==> config.mk <==
export PLATFORM = sky130hd
export DESIGN_NAME = updown_mod_counter
export DESIGN_NICKNAME = d
export VERILOG_FILES = /design/src/rtl/updown_mod_counter.sv
export SDC_FILE = /design/constraint.sdc
export NUM_CORES = 1
export LEC_CHECK = 0
export BUFFER_PORTS_ARGS = -buffer_cell sky130_fd_sc_hd__buf_2
export CAP_MARGIN = 20
export CORE_MARGIN = 1.5
export CORE_UTILIZATION = 30
export CTS_CLUSTER_DIAMETER = 150
export DETAILED_ROUTE_END_ITERATION = 8
export RECOVER_POWER = 100
export SYNTH_ARGS = -nofsm -noshare
export SYNTH_HDL_FRONTEND = slang
export SYNTH_SLANG_ARGS = --single-unit
==> constraint.sdc <==
create_clock -name clk -period 3.05 [get_ports clk]
set_clock_uncertainty 0.15 [all_clocks]
set_input_delay 0.1525 -clock clk [delete_from_list [all_inputs] [get_ports clk]]
set_output_delay 0.1525 -clock clk [all_outputs]
set_load 0.01 [all_outputs]
==> src/rtl/updown_mod_counter.sv <==
// Up/down modulo counter with prescaler, wrap or saturate at 0..max_val,
// a one-cycle terminal-count pulse and a sticky limit-event flag.
module updown_mod_counter #(
    parameter int unsigned WIDTH    = 8,
    parameter int unsigned MODE     = 0,
    parameter int unsigned PRESCALE = 1
) (
    input  logic             clk,
    input  logic             rst,
    input  logic             en,
    input  logic             up,
    input  logic             load,
    input  logic [WIDTH-1:0] load_val,
    input  logic [WIDTH-1:0] max_val,
    input  logic             clr_ovf,
    output logic [WIDTH-1:0] count,
    output logic             tc,
    output logic             ovf,
    output logic             zero
);

    localparam int unsigned PS_W   = (PRESCALE > 1) ? $clog2(PRESCALE) : 1;
    localparam logic [PS_W-1:0] PS_LAST = PS_W'(PRESCALE - 1);

    logic [PS_W-1:0]  ps_q, ps_d;
    logic [WIDTH-1:0] count_q, count_d;
    logic             tc_q, tc_d;
    logic             ovf_q, ovf_d;
    logic             step;
    logic             term;

    // Step decision, next count and flag updates; load pre-empts stepping.
    always_comb begin
        ps_d    = ps_q;
        count_d = count_q;
        step    = 1'b0;
        term    = 1'b0;

        if (load) begin
            ps_d    = '0;
            count_d = (load_val > max_val) ? max_val : load_val;
        end else if (en) begin
            if (ps_q == PS_LAST) begin
                ps_d = '0;
                step = 1'b1;
            end else begin
                ps_d = ps_q + PS_W'(1);
            end
        end

        if (step) begin
            if (up) begin
                if (count_q >= max_val) begin
                    term    = 1'b1;
                    count_d = (MODE == 1) ? max_val : '0;
                end else begin
                    count_d = count_q + WIDTH'(1);
                end
            end else begin
                if (count_q == '0) begin
                    term    = 1'b1;
                    count_d = (MODE == 1) ? '0 : max_val;
                end else begin
                    count_d = count_q - WIDTH'(1);
                end
            end
        end

        tc_d = term;
        // Set wins over clear when both happen in one cycle.
        if (term) begin
            ovf_d = 1'b1;
        end else if (clr_ovf) begin
            ovf_d = 1'b0;
        end else begin
            ovf_d = ovf_q;
        end
    end

    always_ff @(posedge clk) begin
        if (rst) begin
            ps_q    <= '0;
            count_q <= '0;
            tc_q    <= 1'b0;
            ovf_q   <= 1'b0;
        end else begin
            ps_q    <= ps_d;
            count_q <= count_d;
            tc_q    <= tc_d;
            ovf_q   <= ovf_d;
        end
    end

    assign count = count_q;
    assign tc    = tc_q;
    assign ovf   = ovf_q;
    assign zero  = (count_q == '0);

endmodule
# Word level (Yosys, flattened, before mapping)
# Cells that the tools add are included.
[totals]
ff_bits = 11
word_cells = 29
output_inout_bits = 11
[op_classes]
n_reduce_logical = 4
mux = 16
add_sub_neg = 3
magnitude_cmp = 2
[ops]
columns = ["op", "count"]
rows = [
  ["$mux 8", 6],
  ["$mux 1", 10],
  ["$add 8x1->8 const B", 1],
  ["$ge 8x8->1", 1],
  ["$gt 8x8->1", 1],
  ["$logic_not 8->1", 1],
  ["$sub 8x1->8 const B", 1],
  ["$reduce_bool 2->1", 2],
  ["$reduce_or 2->1", 1],
  ["$add 1x1->1 const B", 1],
]

# Logic depth before layout (Yosys ltp)
[logic_depth]
depth_word = 5
mapped_depth = 10
ltp_nobuf = 9

# Least setup slack after synthesis
# Ideal clock, no wire load.
[synth_timing]
path_type = "flip-flop to flip-flop"
startpoint = "reg count_q[0] (netlist: count[0])"
endpoint = "reg count_q[2] (netlist: count[2])"
stages_incl_launch_ff = 9
t_required_ps = 2767
t_arrival_ps = 2071
slack_ps = 695
path_cell_list = "dfxtp_1 -> inv_1 -> ha_1 -> nand2b_1 -> a21oi_1 -> o31ai_1 -> inv_1 -> a221oi_1 -> a2111oi_2"
[synth_via]
elab_chain_cells = 4
elab_cells_between_ends = 8
cone_classes = "add/sub: 2; order compare: 1; mux: 4; reduce/logical: 1"
[synth_rtl]
columns = ["item", "line_no", "text"]
rows = [
  ["from (decl)", "26", "logic [WIDTH-1:0] count_q, count_d;"],
  ["from (signal assigned)", "88", "count_q <= count_d;"],
  ["$sub 8x1->8 (tied with other cells)", "64", "count_d = count_q - WIDTH'(1);"],
  ["$mux 8, on equally long branches", "60, 53", ""],
  ["$mux 8 *", "52", "if (up) begin"],
  ["$mux 8 *", "51", "if (step) begin"],
]
# Mark *: on every way between the ends. The rest lies on a longest branch, timed or not.
# A chain may end at the register's enable or synchronous reset.

# Worst setup path after layout
[layout_timing]
startpoint = "reg count_q[2] (netlist: count[2])"
endpoint = "reg count_q[6] (netlist: count[6])"
# Same word-level chain as after synthesis.

==> impl_metrics.toml <==
[run_status]
outcome = "completed"

[routing]
vias_per_cell = 5.27
vias = 1296
routed_wl_mm = 3.69
drtIter0Drc = 36
drc = 0
drt_pass1_iterations = 4
postRouteAntennaNets = 0
post_drt_wl_per_cell_um = 15.0

[sta]
setup_viol = 0
clock.fmax_mhz = 379
period_share_pct = 86.6
tightest_slew_ns = 0.431
rsz0062_at_grt = "false"
slew_headroom_pct = 71.2
fin_crit_ns = 2.64
tns_ns = 0
finalHoldViolations = 0
slew_viol_final = 0

[floorplan]
die-height_um = 68.9
die_width_um = 68.9
ios = 33
coreArea_um2 = 4090
fp-row-count = 23
initial_core_util_pct = 31.8
die-area_um2 = 4740

[cts]
htree_levels = 1
cts_tree = "built"
cts.path.max_buffers = 2
cts_hold_buf = 0
clkSlewWorstSetupHoldPaths_ns = 0.05
cts-root-buf = "clkbuf_8"
cts_setup_buffers = 0
cts_resized = 0
clk_latency_ns = 0.24
cts_buffers = 3
cts_sinks = 10

[grt]
antenna_found_initial = 0
grt_overflow = 0
grt_pass1_vias = 1199
gr-usage-all-layers_pct = 16.6
grt_pass1_wl_mm = 5.75
grt_max_degree = 16

[worst_setup_path]
crit_required_ns = 3.04
reg2reg_to = "count[6]$_SDFFE_PP0P_"
crit_path_end = "count[6]$_SDFFE_PP0P_"
cp_max_fo = 12
timing_worst_setup_path_type = "flop to flop"
r2r_slack_ns = 0.41
worst_setup_path_start_kind = "flop"
critPathCaptureType = "flop"
r2r-start = "count[2]$_SDFFE_PP0P_"
r2r_cells = 8
cp-startpoint = "count[2]$_SDFFE_PP0P_"
cp_data_arrival_time_ns = 2.63

[yosys]
syn_nets = 205
ys_seq_area_share_pct = 15.4
synthesis.instances = 164
ys_seq_elements = 10
synth.area.top_cells = "ha_1 (18%), dfxtp_1 (15%), mux2i_1 (6.9%)"
async_flop_share_pct = 0
yosysTopAreaCell = "ha_1"
synth_warnings = 0
netlist_area_um2 = 1300
synth_top_area_share_pct = 18.3
synth.avg_cell_area_um2 = 7.93
synth_cell_types = 41
synth-edff-count = 0
ys.flop_type = "dfxtp_1"

[final_layout]
instances_no_fill = 246
drive_gt1_share_pct = 18.9
nNetsFinal = 239
seq_area_um2 = 200
fin_area_um2 = 1530
num_antenna_cells = 0
nFillCells = 455
multiInputGateArea_um2 = 1000
area_delta_synth_final_pct = 17.3

[placement]
placed_cells = 243
gp_congestion = 0.967
placed_cell_area_um2 = 1510
place_hpwl_mm = 2.99
port_buffers = 32

[pwr]
total_power_uw = 557
peakVddDrop_v = 0.000154
leakage_nw = 0.716
p_per_area_nw_per_um2 = 365

[hold_path]
hp-class = "primary input to flop"

[job]
cap_violations = 0
## worst min path at each step
stage                     from                    end  slack [ns]  cells after the start
finish                 clr_ovf       ovf$_SDFFE_PP0P_        0.07                      3
global route           clr_ovf       ovf$_SDFFE_PP0P_        0.09                      3
CTS                 max_val[1]  count[1]$_SDFFE_PP0P_        0.07                      3
detailed placement  max_val[1]  count[1]$_SDFFE_PP0P_        0.32                      3
global placement       clr_ovf       ovf$_SDFFE_PP0P_        0.31                      3
floorplan           max_val[1]  count[1]$_SDFFE_PP0P_        0.16                      2
## cell usage after synthesis (2+ instances only)
library cell / instances
a211oi_1: 9
a21oi_1: 8
a221oi_1: 2
a311oi_1: 3
and3_1: 2
and3_2: 2
buf_6: 2
clkbuf_1: 3
dfxtp_1: 10
ha_1: 19
inv_1: 14
mux2i_1: 9
nand2_1: 7
nand2b_1: 4
nand3_1: 5
nand4_1: 2
nor2_1: 9
nor2b_1: 3
nor3_1: 6
o211ai_1: 2
o21ai_0: 7
o21ai_1: 2
o21bai_1: 3
o22ai_1: 3
o31ai_1: 3
or2_2: 2
or2b_1: 2
or3_1: 2
xnor2_1: 3
xor2_1: 5
## final cells by class
type / instances / share of cell area (%)
clock buffer: 3 / 2.70
inverter: 15 / 3.77
multi-input combinational: 133 / 65.6
sequential: 10 / 13.1
tap: 50 / 4.10
timing repair buffer: 35 / 10.7
## metal layers
layer  vias to the layer above  track usage [%]  routed length [um]
met5                         -                0                   0
met2                        28             26.4                1600
li1                        673                -                   -
met4                         0             3.43                  25
met3                         4             3.90                 181
met1                       591             22.9                1890
## per-stage QoR
step                util (%)  setup WS [ns]  hold WS (ns)
CTS                     37.9          0.468        0.0726
global route            37.4          0.242        0.0860
global placement        36.9          0.495         0.314
finish                  37.4          0.410        0.0658
floorplan                  -          0.695         0.165
detailed placement      36.9          0.481         0.317
## critical path, stage by stage (launching register included)
cell and delay, ns:
dfxtp_1 0.58, ha_1 0.31, or3_1 0.35, a21oi_1 0.21, o31ai_1 0.11, clkbuf_1 0.19, nor4bb_1 0.30, a311oi_1 0.08
a221oi_1 0.26
## cells by family (layout without fill, tap and decap cells)
kind of cell	Yosys count	count (layout)	share of synthesized area, %
flops	10	10	15.4
fa+ha+maj	19	19	18.3
buf+inv	21	53	7.69
mux	10	10	7.79
compound gates	46	46	24.3
xor+xnor	8	8	5.38
simple gates	50	50	21.2
## report_power, final
group	switching, mW	internal [mW]	leakage, nW
Combinational	0.137	0.110	0.612
Clock	0.0553	0.0868	0.0216
Sequential	0.0245	0.143	0.0828
Total	0.217	0.340	0.716
## cell usage in the layout (no fill, tap or decap), types with 4 or more instances in the layout
cell type / n
a211oi_1: 9
a21oi_1: 8
buf_2: 23
clkbuf_1: 11
dfxtp_1: 10
ha_1: 19
inv_1: 14
mux2i_1: 9
nand2_1: 7
nand2b_1: 4
nand3_1: 5
nor2_1: 9
nor3_1: 6
o21ai_0: 7
xor2_1: 5
## sequential cells by signal, indices dropped and copies added, names as in the netlist
name,count
ovf,1
count,8
tc,1
Power figures use the tool's default switching activity.
